**src/rtl/lfsr_arbiter.sv**
```systemverilog
// lfsr_arbiter: round-robin arbiter handing out words from an external LFSR.
// Build option: define LFSR_ARBITER_WRAP_COUNT_EN to count i_LFSR_Done pulses.
module lfsr_arbiter #(
  parameter int NUM_BITS    = 4,
  parameter int STEP_CYCLES = 1
) (
  input  logic                i_Clk,
  input  logic                i_Rst,
  input  logic [3:0]          i_Req,
  output logic [3:0]          o_Gnt,
  output logic [NUM_BITS-1:0] o_Rand_Data,
  output logic                o_Rand_DV,
  input  logic                i_Seed_DV,
  input  logic [NUM_BITS-1:0] i_Seed_Data,
  output logic                o_LFSR_Enable,
  output logic                o_LFSR_Seed_DV,
  output logic [NUM_BITS-1:0] o_LFSR_Seed_Data,
  input  logic [NUM_BITS-1:0] i_LFSR_Data,
  input  logic                i_LFSR_Done,
  output logic [15:0]         o_Wrap_Count
);

  typedef enum logic [1:0] {
    IDLE,
    SEED,
    STEP,
    DELIVER
  } state_t;

  localparam logic [7:0] LAST_STEP = 8'(STEP_CYCLES - 1);

  state_t              state_q;
  state_t              state_d;
  logic [1:0]          ptr_q;
  logic [1:0]          win_q;
  logic [1:0]          win_idx;
  logic [1:0]          cand;
  logic                win_found;
  logic [7:0]          cnt_q;
  logic                seed_pend_q;
  logic [NUM_BITS-1:0] seed_q;
  logic [NUM_BITS-1:0] rand_q;
  logic                take_req;

  // IDLE accepts a request only when no seed is waiting
  assign take_req = (state_q == IDLE) && !seed_pend_q && (|i_Req);

  // Round-robin search starting at the pointer
  always_comb begin
    win_idx   = ptr_q;
    win_found = 1'b0;
    cand      = ptr_q;
    for (int i = 0; i < 4; i++) begin
      cand = ptr_q + 2'(i);
      if (!win_found && i_Req[cand]) begin
        win_found = 1'b1;
        win_idx   = cand;
      end
    end
  end

  // Next-state and LFSR/grant output decode
  always_comb begin
    state_d          = state_q;
    o_Gnt            = 4'b0000;
    o_Rand_DV        = 1'b0;
    o_LFSR_Enable    = 1'b0;
    o_LFSR_Seed_DV   = 1'b0;
    o_LFSR_Seed_Data = '0;
    unique case (state_q)
      IDLE: begin
        if (seed_pend_q)
          state_d = SEED;
        else if (|i_Req)
          state_d = STEP;
      end
      SEED: begin
        o_LFSR_Enable    = 1'b1;
        o_LFSR_Seed_DV   = 1'b1;
        o_LFSR_Seed_Data = seed_q;
        state_d          = IDLE;
      end
      STEP: begin
        o_LFSR_Enable = 1'b1;
        if (cnt_q == LAST_STEP)
          state_d = DELIVER;
      end
      DELIVER: begin
        o_Rand_DV = 1'b1;
        unique case (win_q)
          2'd0: o_Gnt = 4'b0001;
          2'd1: o_Gnt = 4'b0010;
          2'd2: o_Gnt = 4'b0100;
          2'd3: o_Gnt = 4'b1000;
        endcase
        state_d = IDLE;
      end
      default: state_d = IDLE;
    endcase
  end

  // Delivered word is live in DELIVER and held afterwards
  assign o_Rand_Data = o_Rand_DV ? i_LFSR_Data : rand_q;

  // State, winner, step counter, pointer and held word
  always_ff @(posedge i_Clk) begin
    if (i_Rst) begin
      state_q <= IDLE;
      ptr_q   <= 2'd0;
      win_q   <= 2'd0;
      cnt_q   <= 8'd0;
      rand_q  <= '0;
    end else begin
      state_q <= state_d;
      if (take_req) begin
        win_q <= win_idx;
        cnt_q <= 8'd0;
      end
      if (state_q == STEP)
        cnt_q <= cnt_q + 8'd1;
      if (state_q == DELIVER) begin
        ptr_q  <= win_q + 2'd1;
        rand_q <= i_LFSR_Data;
      end
    end
  end

  // Pending seed: a new pulse always wins over clearing in SEED
  always_ff @(posedge i_Clk) begin
    if (i_Rst) begin
      seed_pend_q <= 1'b0;
      seed_q      <= '0;
    end else if (i_Seed_DV) begin
      seed_pend_q <= 1'b1;
      seed_q      <= i_Seed_Data;
    end else if (state_q == SEED) begin
      seed_pend_q <= 1'b0;
    end
  end

`ifdef LFSR_ARBITER_WRAP_COUNT_EN
  logic [15:0] wrap_q;

  // Count LFSR wrap pulses seen while the LFSR is being clocked
  always_ff @(posedge i_Clk) begin
    if (i_Rst)
      wrap_q <= 16'd0;
    else if (o_LFSR_Enable && i_LFSR_Done)
      wrap_q <= wrap_q + 16'd1;
  end

  assign o_Wrap_Count = wrap_q;
`else
  logic unused_done;

  assign unused_done  = i_LFSR_Done;
  assign o_Wrap_Count = 16'd0;
`endif

endmodule

```
**config.mk**
```make
export PLATFORM = sky130hd
export DESIGN_NAME = lfsr_arbiter
export DESIGN_NICKNAME = d
export VERILOG_FILES = /design/src/rtl/lfsr_arbiter.sv
export SDC_FILE = /design/constraint.sdc
export NUM_CORES = 1
export LEC_CHECK = 0
export ABC_CLOCK_PERIOD_IN_PS = 1500
export CAP_MARGIN = 0
export CORE_ASPECT_RATIO = 0.8
export CORE_UTILIZATION = 56
export DETAILED_ROUTE_END_ITERATION = 7
export DONT_BUFFER_PORTS = 1
export GPL_TIMING_DRIVEN = 0
export MAX_ROUTING_LAYER = met4
export PLACE_DENSITY = 0.78
export SETUP_SLACK_MARGIN = 0.1
export SLEW_MARGIN = 20
export SYNTH_ARGS = -nofsm -noshare
export SYNTH_HDL_FRONTEND = slang
export SYNTH_SLANG_ARGS = --single-unit
```
**constraint.sdc**
```tcl
create_clock -name i_Clk -period 1.5 [get_ports i_Clk]
set_input_delay 0.3 -clock i_Clk [delete_from_list [all_inputs] [get_ports i_Clk]]
set_output_delay 0.3 -clock i_Clk [all_outputs]
set_load 0.01 [all_outputs]
```
After elaboration in Yosys (flattened, before gate mapping)
Cells that the tools add are included.
- flip-flop bits (word level): 23
- output and inout bits: 31
- word-level logic and storage cells: 71
- $add $sub $neg: 5
- order comparisons: 4
- equality and inequality tests: 8
- muxes and demuxes: 29
- reduce and logical (&&, ||, !) cells: 18
- operators with widths (operator ; number):
    8-bit two-way mux ; 2
    4-bit case mux with 4 select lines ; 1
    2-bit by 3-bit less-than comparator with 1-bit output (second input constant) ; 4
    1-bit two-way mux ; 12
    2-bit two-way mux ; 6
    4-bit two-way mux ; 3
    8-bit by 1-bit adder with 8-bit output (second input constant) ; 1
    1-bit binary-select mux with 2-bit select ; 4
    2-bit equality test (second input constant) ; 4
    8-bit zero test ; 1
    2-bit case mux with 3 select lines ; 1
    1-bit logical AND ; 5
    2-bit by 1-bit adder with 2-bit output (second input constant) ; 2
    2-bit adder (second input constant) ; 2
    2-bit by 1-bit equality test with 1-bit output (second input constant) ; 2
    1-bit zero test ; 4
    2-bit zero test ; 2
    2-bit nonzero test ; 2
    2-bit OR reduction ; 2
    4-bit OR reduction ; 1
    3-bit by 2-bit inequality test with 1-bit output (second input constant) ; 1
    2-bit inequality test (second input constant) ; 1
    2-bit AND reduction ; 1

Depth between registers and ports, before layout
Gate-level depths: netlist of run 1.
- word-level depth: 12
- depth in mapped cells: 7
- gate-level depth less buffers: 6

Worst setup path before layout of run 1
Ideal clock, no wire load.
- kind: reg2reg
- start: register state_q[0]
- end: register state_q[0]
- library setup time: 0.087 ns
- data arrival time: 1.479 ns
- data required time: 1.413 ns
- setup slack: -0.066 ns
- stages on the path, launching flop included: 7
- path buffers: 0
- clock period less this slack: 1.566 ns
- path through: dfxtp_1 inv_1 ha_1 and2b_2 nor2b_2 or4_1 o31ai_1
- longest elaborated chain between the ends: 3
- elaborated cells on any way between the ends: 9
- those cells by class: eq/ne (5); mux (1); reduce/logical (3)
- ends and longest elaborated chain (what ; RTL line ; RTL):
    from (decl) ; 32 ; state_t state_q;
    from (signal assigned) ; 114 ; state_q <= state_d;
    2-bit equality test, or another cell as far along ; 70 ; unique case (state_q)
    2-bit OR reduction (no line), or another cell as far along ; - ;
    2-bit case mux with 3 select lines / 2-bit AND reduction (equally long branches) ; - ;
Several ways; a longest one is shown, not always the timed one.
A chain may end at the register's enable or synchronous reset.

Worst setup path in the final report of run 1
- start: register state_q[1]
- end: output port o_Rand_Data[1]
- longest elaborated chain between the ends: 3
- ends and longest elaborated chain (what ; RTL line ; RTL):
    2-bit equality test ; 70 ;
    1-bit two-way mux ; 70 ;
    net o_Rand_DV ; 12 ; output logic o_Rand_DV,
    4-bit two-way mux ; 103 ; assign o_Rand_Data = o_Rand_DV ? i_LFSR_Data : rand_q;
    to (decl) ; 11 ; output logic [NUM_BITS-1:0] o_Rand_Data,
The timed path passes the listed nets, and every way through them passes these cells.

==> results by group, run 1 <==
Outcome
  • Status: finished, violations left
  • Failing checks: setup timing

Floorplanning
  • Num ports: 47
  • Die H: 47.6 um
  • Core footprint: 0.00246 sq mm
  • DIE AREA: 0.00281 sq mm
  • Row count: 16
  • Die W: 59.0 um
  • Starting density of the core: 59.0%

Logic synthesis
  • Synthesis warning total: 0
  • Cell variety after synth: 41
  • Synth area leader: dfxtp_1
  • Share of the synthesized area in the top cell type: 31.7%
  • Synth top area cells: dfxtp_1 (32%), ha_1 (9.5%), buf_4 (8.3%)
  • Post-synthesis sequential area ratio: 31.7%
  • Syn Area/Cell: 9.09 sq um
  • Syn Inst Count: 160
  • Mapped cell area: 0.00145 sq mm
  • #FFs+latches synth: 23

Route
  • WL/cell: 13.5 um
  • Drt drc: 0
  • Total vias in the final route: 1,183
  • ANT nets after route: 0
  • DR vias/cell: 5.21
  • Initial DRT Pass Iterations: 4
  • Final wirelength: 3.06 mm
  • DRC marker count from the first detailed-route iteration: 23

Power
  • Net Sw Power: 513 uW
  • Pwr/cell area: 840 mW/mm^2
  • Total leakage power: 0.000780 uW
  • Comb pwr share: 38.4%
  • Sequential power share: 43.8%
  • Worst IR Drop VDD: 0.000722 V
  • Clk pwr share: 17.8%
  • Pwr Total: 1590 uW
  • Internal power: 1070 uW
  • Net Sw Frac: 32.3%

Timing
  • Slew @ Worst Pin: 0.521 ns
  • Period minus WS final: 1.66 ns
  • Final period utilization: 110%
  • Final Max Tran Viols: 0
  • Clk_skew: 0.00531 ns
  • Unrepaired setup endpoints after global routing: true
  • Max Fclk: 604 MHz
  • Fin. Hold Viols: 0
  • Slew margin rel.: 65.3%
  • Final setup vio count: 16
  • Final worst slack: -0.157 ns

Placement
  • RePlAce Congestion: 0.813
  • DP Wirelength: 2.13 mm
  • Placed cells: 211
  • Port Buffers: 0

Critical path
  • Crit-path max FO: 5
  • Crit path kind: flop to output port
  • Crit path capture type: output port
  • CP Cell Sequence: ha_4 > clkbuf_16 > mux2_4
  • Crit path DAT: 1.36 ns
  • Crit path largest cell delay: 0.38 ns
  • Critical path's slowest cell: dfxtp_4
  • CP Launch Type: flop
  • Required time worst endpoint: 1.20 ns

Clock tree
  • Clk_lat worst skew: 0.31 ns
  • Worst-path clk slew: 0.11 ns
  • H-tree depth: 1
  • CTS Sinks: 23
  • Root buffer cell: clkbuf_4
  • CTS tree: yes
  • CTS Hold Bufs: 0
  • Maximum buffer depth of the clock tree: 2
  • Num CTS Buffers: 3

Final layout
  • Final nets: 219
  • Reg area: 475 sq um
  • Non-Filler Instances: 227
  • Number of fill cells in the layout: 177
  • Area of the multi-input gates: 0.00102 sq mm
  • Area Overhead vs Synth: 29.8%
  • Share of cells above drive strength 1: 38.2%
  • Number of diodes: 0

Global routing
  • GRT Total Usage: 23.6%
  • Global-route wire length before repair: 4.64 mm
  • Initial antenna violation count: 0
  • Vias in the first global route: 1,100
  • Largest net degree at the start of global routing: 13
  • Gr ovfl total: 0

Job
  • # Max-Cap Violations: 0

Worst hold path
  • Type of the worst min-delay path: primary input to flop
-- power groups by stage --
stage	clock network (uW)	logic, uW	registers (uW)
final	282	609	694
after global routing	318	664	700
after CTS	291	556	695
after detailed placement	0	413	703
after global placement	0	392	698
after floorplan	0	347	692
-- logic make-up (layout without fill, tap and decap cells) --
family	Yosys count	in the layout	share of synthesized area (%)
simple gates	57	57	24.4
compound gates	22	22	11.9
mux	13	13	9.29
xor+xnor	1	1	0.603
buf+inv	32	48	12.5
other cells	1	16	0.258
flops	23	23	31.7
fa+ha+maj	11	11	9.47
-- cells in the final DEF (no fill, tap or decap), types with 2 or more instances in the layout --
cell type  netlist  final
a21oi_1          8      6
a311oi_2         3      3
and2_1           8      4
and2_4           0      4
and2b_2          2      2
buf_4           16     25
buf_6            0      3
clkbuf_1         5      4
clkbuf_4         0      4
conb_1           1     16
dfxtp_1         23     19
dfxtp_4          0      4
ha_1            11      6
ha_2             0      2
ha_4             0      3
inv_1           10      7
inv_2            0      3
mux2_4           0      4
mux2i_1          9      9
nand2_1          4      4
nand2b_1         2      2
nand3_1          4      3
nand3b_1         2      2
nand4_1          2      2
nor2_1          12     12
nor2b_1          5      5
nor3_1           4      3
o221ai_1         2      2
o31ai_1          3      3
or4_1            2      2
-- flip-flops by register name, indices dropped and copies added (netlist names) --
name / cells
state_q: 2
rand_q: 4
win_q: 2
ptr_q: 2
seed_pend_q: 1
seed_q: 4
cnt_q: 8
-- area by class of cell --
class / instances / share of cell area, %
inverters: 10 / 1.99
repair buffers: 12 / 5.84
clock buffers: 4 / 1.39
flip-flops and latches: 23 / 25.2
multi-input cells: 120 / 53.9
plain buffers: 22 / 9.28
well taps: 36 / 2.39
-- worst max-delay path, delay by kind of cell (launching register included) --
| kind | cells | cell delay, ns |
|---|---|---|
| flip-flops | 1 | 0.38 |
| multiplexers | 1 | 0.33 |
| adder cells (fa/ha/maj) | 1 | 0.18 |
| buffers and inverters | 1 | 0.16 |
-- stage by stage --
stage	hold slack [ns]	TNS (ns)	setup WS (ns)	util (%)	instance area (sq um)
2_1_floorplan	0.372	0	0.00252	-	1530
3_3_place_gp	0.373	-0.194	-0.0627	63.9	1570
3_5_place_dp	0.375	-0.616	-0.127	63.9	1570
4_1_cts	0.0343	-1.38	-0.160	73.6	1810
5_1_grt	0.0149	-2.34	-0.196	76.6	1890
6_report	0.0405	-1.50	-0.157	76.6	1890
-- cell usage after synthesis, drive strengths merged --
cell,instances
and3b,1
and2,8
nand3,4
o221ai,2
a31oi,1
a311oi,3
and2b,2
a21oi,8
a211oi,1
and3,1
conb,1
nand2b,3
dfxtp,23
or3,1
mux2i,9
ha,11
xor2,1
inv,10
o31ai,3
nor4b,1
nand2,5
a21boi,1
or4,3
nand4,2
nor2,12
o21ai,1
clkbuf,5
a2111oi,1
nand3b,2
nor3,4
buf,17
or3b,1
o21a,1
and4,1
mux2,4
nor2b,6
-- routing by layer --
metal | share of wire [%] | GRT usage [%]
met1 | 39 | 23.4
met2 | 54 | 46.1
met3 | 5.4 | 6.49
met4 | 0.95 | 7.62
met5 | 0 | -
-- what timing repair did --
action                     in CTS  in global routing
setup buffers                  10                  2
pin swaps                       9                  5
setup endpoints to repair      27                 24
gates cloned                    0                  0
hold endpoints to repair        0                  0
gates resized for setup        31                 12
-- path summary, 6_finish.rpt --
path | start | end | slack (ns) | cells past startpoint
worst max register to register | state_q[0]$_SDFFE_PP0P_ | state_q[0]$_SDFFE_PP0P_ | -0.15 | 6
worst min register to register | cnt_q[7]$_SDFFE_PP0P_ | cnt_q[7]$_SDFFE_PP0P_ | 0.50 | 2
worst min-delay path | i_Rst | rand_q[0]$_SDFFE_PP0P_ | 0.04 | 1
worst max-delay path | state_q[1]$_SDFFE_PP0P_ | o_Rand_Data[1] | -0.16 | 3
(Power assumes the default switching activity.)
==> run 2: changes to the inputs <==
CELL_PAD_IN_SITES_DETAIL_PLACEMENT = 0   (was not set)
CELL_PAD_IN_SITES_GLOBAL_PLACEMENT = 1   (was not set)
CORE_UTILIZATION = 41   (was 56)
SLEW_MARGIN = 40   (was 20)
==> results by group, run 2 (synthesis gave the netlist of run 1 again) <==
Outcome
  • Status: finished, violations left (unchanged)
  • Failing checks: setup timing (unchanged)

Critical path
  • CP Launch Type: flop (unchanged)
  • Crit-path max FO: 4 (was 5)
  • Crit path capture type: flop (was output port)
  • Flop2flop setup slack: -0.11 ns (was -0.15 ns)
  • R2r endpoint: state_q[0]$_SDFFE_PP0P_ (unchanged)
  • Crit path DAT: 1.78 ns (was 1.36 ns)
  • Crit path kind: flop to flop (was flop to output port)
  • Required time worst endpoint: 1.67 ns (was 1.20 ns)
  • RR Startpoint: state_q[1]$_SDFFE_PP0P_ (was state_q[0]$_SDFFE_PP0P_)
  • Worst reg2reg path depth: 6 (unchanged)

Final layout
  • Area Overhead vs Synth: 35.6% (was 29.8%)
  • Top reg by flops: cnt_q (unchanged)
  • Most frequent cells in the layout: buf_4 (23), dfxtp_1 (19), conb_1 (16), nor2_1 (12), mux2i_1 (9) (was buf_4 (25), dfxtp_1 (19), conb_1 (16), nor2_1 (12), mux2i_1 (9))
  • Number of diodes: 0 (unchanged)
  • Share of cells above drive strength 1: 40.2% (was 38.2%)
  • Max reg flops: 8 (unchanged)
  • Biggest regs: cnt_q x8, rand_q x4, seed_q x4 (unchanged)
  • Non-Filler Instances: 234 (was 227)
  • Final nets: 222 (was 219)
  • Most common cell after layout, fill and taps aside: buf_4 (unchanged)
  • Number of fill cells in the layout: 271 (was 177)

Job
  • # Max-Cap Violations: 0 (unchanged)

Route
  • Met3 WL post-DR: 202 um (was 164 um)
  • Drt drc: 0 (unchanged)
  • Routed met2 length: 1.61 mm (was 1.66 mm)
  • WL/cell: 13.6 um (was 13.5 um)
  • ANT nets after route: 0 (unchanged)
  • Initial DRT Pass Iterations: 4 (unchanged)
  • DRC marker count from the first detailed-route iteration: 13 (was 23)
  • Final wirelength: 3.18 mm (was 3.06 mm)
  • M1 WL: 1.34 mm (was 1.20 mm)
  • Top sig layer: met4 (unchanged)
  • DR vias/cell: 5.03 (was 5.21)
  • Total vias in the final route: 1,178 (was 1,183)

Clock tree
  • CTS Sinks: 23 (unchanged)
  • Clk_lat worst skew: 0.26 ns (was 0.31 ns)
  • CTS tree: yes (unchanged)
  • Maximum buffer depth of the clock tree: 2 (unchanged)
  • H-tree depth: 1 (unchanged)
  • Root buffer cell: clkbuf_8 (was clkbuf_4)
  • Num CTS Buffers: 3 (unchanged)
  • Worst-path clk slew: 0.08 ns (was 0.11 ns)

Timing
  • Final setup vio count: 16 (unchanged)
  • Slew @ Worst Pin: 0.603 ns (was 0.521 ns)
  • Final period utilization: 107% (was 110%)
  • Slew margin rel.: 59.8% (was 65.3%)
  • Final Max Tran Viols: 0 (unchanged)
  • Final worst slack: -0.112 ns (was -0.157 ns)
  • Max Fclk: 620 MHz (was 604 MHz)
  • Clk_skew: 0.00474 ns (was 0.00531 ns)
  • Unrepaired setup endpoints after global routing: true (unchanged)
  • Period minus WS final: 1.61 ns (was 1.66 ns)
  • Hold WS: 0.0990 ns (was 0.0405 ns)
  • Fin. Hold Viols: 0 (unchanged)

Worst hold path
  • Hold EP: rand_q[0]$_SDFFE_PP0P_ (unchanged)
  • Type of the worst min-delay path: primary input to flop (unchanged)
  • Worst hold start: i_Rst (unchanged)
  • Worst hold path depth: 1 (unchanged)

Floorplanning
  • Die H: 55.3 um (was 47.6 um)
  • DIE AREA: 0.00379 sq mm (was 0.00281 sq mm)
  • Starting density of the core: 45.1% (was 59.0%)
  • Num ports: 47 (unchanged)
  • Die W: 68.6 um (was 59.0 um)
  • Row count: 18 (was 16)
  • Core footprint: 0.00322 sq mm (was 0.00246 sq mm)

Placement
  • Placed cells: 215 (was 211)
  • DP Wirelength: 2.09 mm (was 2.13 mm)
  • Port Buffers: 0 (unchanged)
  • RePlAce Congestion: 0.780 (was 0.813)

Global routing
  • Gr ovfl total: 0 (unchanged)
  • Largest net degree at the start of global routing: 13 (unchanged)
  • Vias in the first global route: 1,071 (was 1,100)
  • Global-route wire length before repair: 4.89 mm (was 4.64 mm)
  • GRT Total Usage: 17.6% (was 23.6%)
  • Initial antenna violation count: 0 (unchanged)

Power
  • Comb pwr share: 38.1% (was 38.4%)
  • Total leakage power: 0.000814 uW (was 0.000780 uW)
  • Net Sw Frac: 31.5% (was 32.3%)
  • Internal power: 1200 uW (was 1070 uW)
  • Sequential power share: 39.8% (was 43.8%)
  • Clk pwr share: 22.1% (was 17.8%)
  • Pwr/cell area: 886 mW/mm^2 (was 840 mW/mm^2)
  • Worst IR Drop VDD: 0.000667 V (was 0.000722 V)
  • Net Sw Power: 550 uW (was 513 uW)
run 2: changes by cell type in the layout (fill, tap and decap cells not counted), sizes merged:
cell / change
buf: +3
run 2: worst max path at each step:
stage,from,depth (start not counted),to,slack [ns]
after floorplan,state_q[0]$_SDFFE_PP0P_,6,state_q[0]$_SDFFE_PP0P_,0.003
after global placement,state_q[0]$_SDFFE_PP0P_,6,state_q[0]$_SDFFE_PP0P_,-0.07
after detailed placement,state_q[0]$_SDFFE_PP0P_,6,state_q[0]$_SDFFE_PP0P_,-0.12
after CTS,state_q[0]$_SDFFE_PP0P_,6,state_q[0]$_SDFFE_PP0P_,-0.10
after global routing,state_q[1]$_SDFFE_PP0P_,6,state_q[0]$_SDFFE_PP0P_,-0.14
final,state_q[1]$_SDFFE_PP0P_,6,state_q[0]$_SDFFE_PP0P_,-0.11
run 2: layer usage:
layer  global-route usage (%)  vias up
li1                         -      588
met3                     4.34        2
met2                     29.0       34
met1                     20.9      554
met4                     4.46        0
met5                        -        -
run 2: worst max-delay path: stages (launching register included):
cell and delay [ns]:
dfxtp_4 0.39, inv_4 0.05, ha_4 0.14, and2b_2 0.21, nor2b_4 0.13, or4_4 0.51, o31ai_4 0.08
run 2: area by class of cell:
type	count	area [sq um]	share of cell area, %
timing repair buffer	15	160	8.12
tap	40	50.0	2.54
inverter	10	47.5	2.41
clock buffer	4	45.0	2.28
sequential	23	475	24.1
multi-input combinational	120	1020	51.8
buffer	22	173	8.76
run 2: power groups by stage:
stage,Clock [uW],Sequential [uW],Combinational [uW]
after floorplan,0,692,347
after global placement,0,697,401
after detailed placement,0,700,411
after CTS,396,690,519
after global routing,427,701,720
final,385,695,666
run 2: metrics by stage:
| step | setup slack [ns] | area (sq um) | utilization, % | total power [uW] | TNS, ns |
|---|---|---|---|---|---|
| after global routing | -0.140 | 1970 | 61.2 | 1850 | -1.84 |
| after floorplan | 0.00252 | 1530 | - | 1040 | 0 |
| final | -0.112 | 1970 | 61.2 | 1750 | -0.843 |
| after detailed placement | -0.125 | 1580 | 49.0 | 1110 | -0.548 |
| after global placement | -0.0741 | 1580 | 49.0 | 1100 | -0.383 |
| after CTS | -0.102 | 1810 | 56.3 | 1610 | -0.976 |
run 2: timing repair:
| item | 4_1_cts | 5_1_grt |
|---|---|---|
| pin swaps | 7 | 12 |
| setup buffers | 7 | 8 |
| hold buffers | 0 | 0 |
| endpoints found under the setup margin | 26 | 24 |
| gates resized for setup | 33 | 20 |
==> run 3: changes to the inputs <==
CORE_UTILIZATION = 36   (was 41)
PLACE_DENSITY = 0.7   (was 0.78)
TNS_END_PERCENT = 100   (was not set)
==> results by group, run 3 (synthesis gave the netlist of run 1 again) <==
Timing
  • Fin. Hold Viols: 0 (unchanged)
  • Unrepaired setup endpoints after global routing: true (unchanged)
  • Period minus WS final: 1.60 ns (was 1.61 ns)
  • Final Max Tran Viols: 0 (unchanged)
  • Clk_skew: 0.00357 ns (was 0.00474 ns)
  • Final period utilization: 106% (was 107%)
  • Slew @ Worst Pin: 0.654 ns (was 0.603 ns)
  • Max Fclk: 626 MHz (was 620 MHz)
  • Slew margin rel.: 56.4% (was 59.8%)
  • Final worst slack: -0.0962 ns (was -0.112 ns)
  • Final setup vio count: 11 (was 16)

Clock tree
  • CTS tree: yes (unchanged)
  • Maximum buffer depth of the clock tree: 2 (unchanged)
  • Num CTS Buffers: 3 (unchanged)
  • Worst-path clk slew: 0.08 ns (about the same)
  • CTS Sinks: 23 (unchanged)
  • H-tree depth: 1 (unchanged)
  • Root buffer cell: clkbuf_8 (unchanged)
  • Clk_lat worst skew: 0.26 ns (about the same)

Route
  • M1 WL: 1.37 mm (was 1.34 mm)
  • DR vias/cell: 4.73 (was 5.03)
  • Routed met2 length: 1.56 mm (was 1.61 mm)
  • Met3 WL post-DR: 178 um (was 202 um)
  • Final wirelength: 3.13 mm (was 3.18 mm)
  • Top sig layer: met4 (unchanged)
  • Drt drc: 0 (unchanged)
  • DRC marker count from the first detailed-route iteration: 22 (was 13)
  • ANT nets after route: 0 (unchanged)
  • Initial DRT Pass Iterations: 5 (was 4)
  • Total vias in the final route: 1,153 (was 1,178)
  • WL/cell: 12.8 um (was 13.6 um)

Critical path
  • Critical Path Sink: o_Rand_Data[3] (was state_q[0]$_SDFFE_PP0P_)
  • Required time worst endpoint: 1.20 ns (was 1.67 ns)
  • Crit path capture type: output port (was flop)
  • Crit path DAT: 1.30 ns (was 1.78 ns)
  • Crit path kind: flop to output port (was flop to flop)
  • Crit-path max FO: 6 (was 4)
  • Worst reg2reg path depth: 6 (unchanged)
  • R2r endpoint: state_q[1]$_SDFFE_PP0P_ (was state_q[0]$_SDFFE_PP0P_)
  • RR Startpoint: state_q[0]$_SDFFE_PP0P_ (was state_q[1]$_SDFFE_PP0P_)
  • CP Launch Point: state_q[0]$_SDFFE_PP0P_ (was state_q[1]$_SDFFE_PP0P_)
  • Flop2flop setup slack: -0.09 ns (was -0.11 ns)
  • CP Launch Type: flop (unchanged)

Global routing
  • Initial antenna violation count: 0 (unchanged)
  • Vias in the first global route: 1,090 (was 1,071)
  • GRT Total Usage: 15.8% (was 17.6%)
  • Largest net degree at the start of global routing: 13 (unchanged)
  • Gr ovfl total: 0 (unchanged)
  • Global-route wire length before repair: 5.05 mm (was 4.89 mm)

Final layout
  • Non-Filler Instances: 244 (was 234)
  • Most common cell after layout, fill and taps aside: buf_4 (unchanged)
  • Area Overhead vs Synth: 32.9% (was 35.6%)
  • Number of diodes: 0 (unchanged)
  • Top reg by flops: cnt_q (unchanged)
  • Final nets: 217 (was 222)
  • Max reg flops: 8 (unchanged)
  • Share of cells above drive strength 1: 40.2% (about the same)
  • Biggest regs: cnt_q x8, rand_q x4, seed_q x4 (unchanged)
  • Most frequent cells in the layout: buf_4 (24), dfxtp_1 (19), conb_1 (16), nor2_1 (12), mux2i_1 (9) (was buf_4 (23), dfxtp_1 (19), conb_1 (16), nor2_1 (12), mux2i_1 (9))

Floorplanning
  • Num ports: 47 (unchanged)
  • Core footprint: 0.00383 sq mm (was 0.00322 sq mm)
  • Row count: 20 (was 18)
  • Die W: 73.1 um (was 68.6 um)
  • Starting density of the core: 38.0% (was 45.1%)
  • Die H: 58.8 um (was 55.3 um)
  • DIE AREA: 0.00430 sq mm (was 0.00379 sq mm)

Power
  • Worst IR Drop VDD: 0.000433 V (was 0.000667 V)
  • Pwr/cell area: 874 mW/mm^2 (was 886 mW/mm^2)
  • Total leakage power: 0.000782 uW (was 0.000814 uW)

Worst hold path
  • Type of the worst min-delay path: primary input to flop (unchanged)
  • Worst hold path depth: 1 (unchanged)

Placement
  • Port Buffers: 0 (unchanged)
  • Pre-CTS WS: -0.146 ns (was -0.125 ns)
  • Placed cells: 230 (was 215)
  • DP Wirelength: 2.16 mm (was 2.09 mm)
  • RePlAce Congestion: 0.831 (was 0.780)

Outcome
  • Failing checks: setup timing (unchanged)
  • Status: finished, violations left (unchanged)

Job
  • # Max-Cap Violations: 0 (unchanged)
## run 3: cell count changes in the layout (fill, tap and decap cells not counted), sizes merged
cell | previous run | this run
buf | 32 | 27
## run 3: final cells by class
| class | instances | area, sq um |
|---|---|---|
| Inverter | 10 | 42.5 |
| Tap cell | 55 | 68.8 |
| Clock buffer | 4 | 45.0 |
| Buffer | 22 | 175 |
| Fill cell | 366 | 1900 |
| Timing Repair Buffer | 10 | 82.6 |
| Multi-Input combinational cell | 120 | 1040 |
| Sequential cell | 23 | 473 |
## run 3: where the power goes
part	leakage [uW]	total, uW	switching, uW	internal (uW)
registers	0.000190	696	40.8	655
logic	0.000570	608	300	309
clock network	0.0000228	384	194	190
total	0.000782	1690	535	1150
## run 3: per-layer routing
metal / global-route usage [%] / vias to the layer above
li1: - / 575
met1: 18.8 / 535
met2: 26.7 / 37
met3: 3.77 / 6
met4: 4.20 / 0
met5: - / -
## run 3: worst min path at each step
stage                      from  slack, ns                     end
after floorplan           i_Rst       0.37  rand_q[0]$_SDFFE_PP0P_
final                     i_Rst       0.09  rand_q[0]$_SDFFE_PP0P_
after detailed placement  i_Rst       0.37  rand_q[2]$_SDFFE_PP0P_
after CTS                 i_Rst       0.09  rand_q[1]$_SDFFE_PP0P_
after global routing      i_Rst       0.07  rand_q[0]$_SDFFE_PP0P_
after global placement    i_Rst       0.37  rand_q[2]$_SDFFE_PP0P_
## run 3: what timing repair did
action,4_1_cts,5_1_grt
hold buffers,0,0
pin swaps,8,6
buffers inserted,8,2
endpoints found under the setup margin,26,24
resized for setup,39,12
## run 3: metrics by stage
step / setup TNS, ns / hold WS, ns / util (%) / cell area (sq um) / total power (uW)
after floorplan: 0 / 0.372 / - / 1530 / 1040
after global placement: -0.369 / 0.373 / 41.7 / 1600 / 1100
after detailed placement: -0.720 / 0.374 / 41.7 / 1600 / 1110
after CTS: -0.956 / 0.0899 / 48.5 / 1860 / 1630
after global routing: -1.44 / 0.0728 / 50.5 / 1930 / 1790
final: -0.761 / 0.0915 / 50.5 / 1930 / 1690
## run 3: worst max-delay path: stages (launching register included)
cell	delay [ns]
dfxtp_4	0.37
ha_4	0.18
clkbuf_16	0.16
mux2_4	0.33
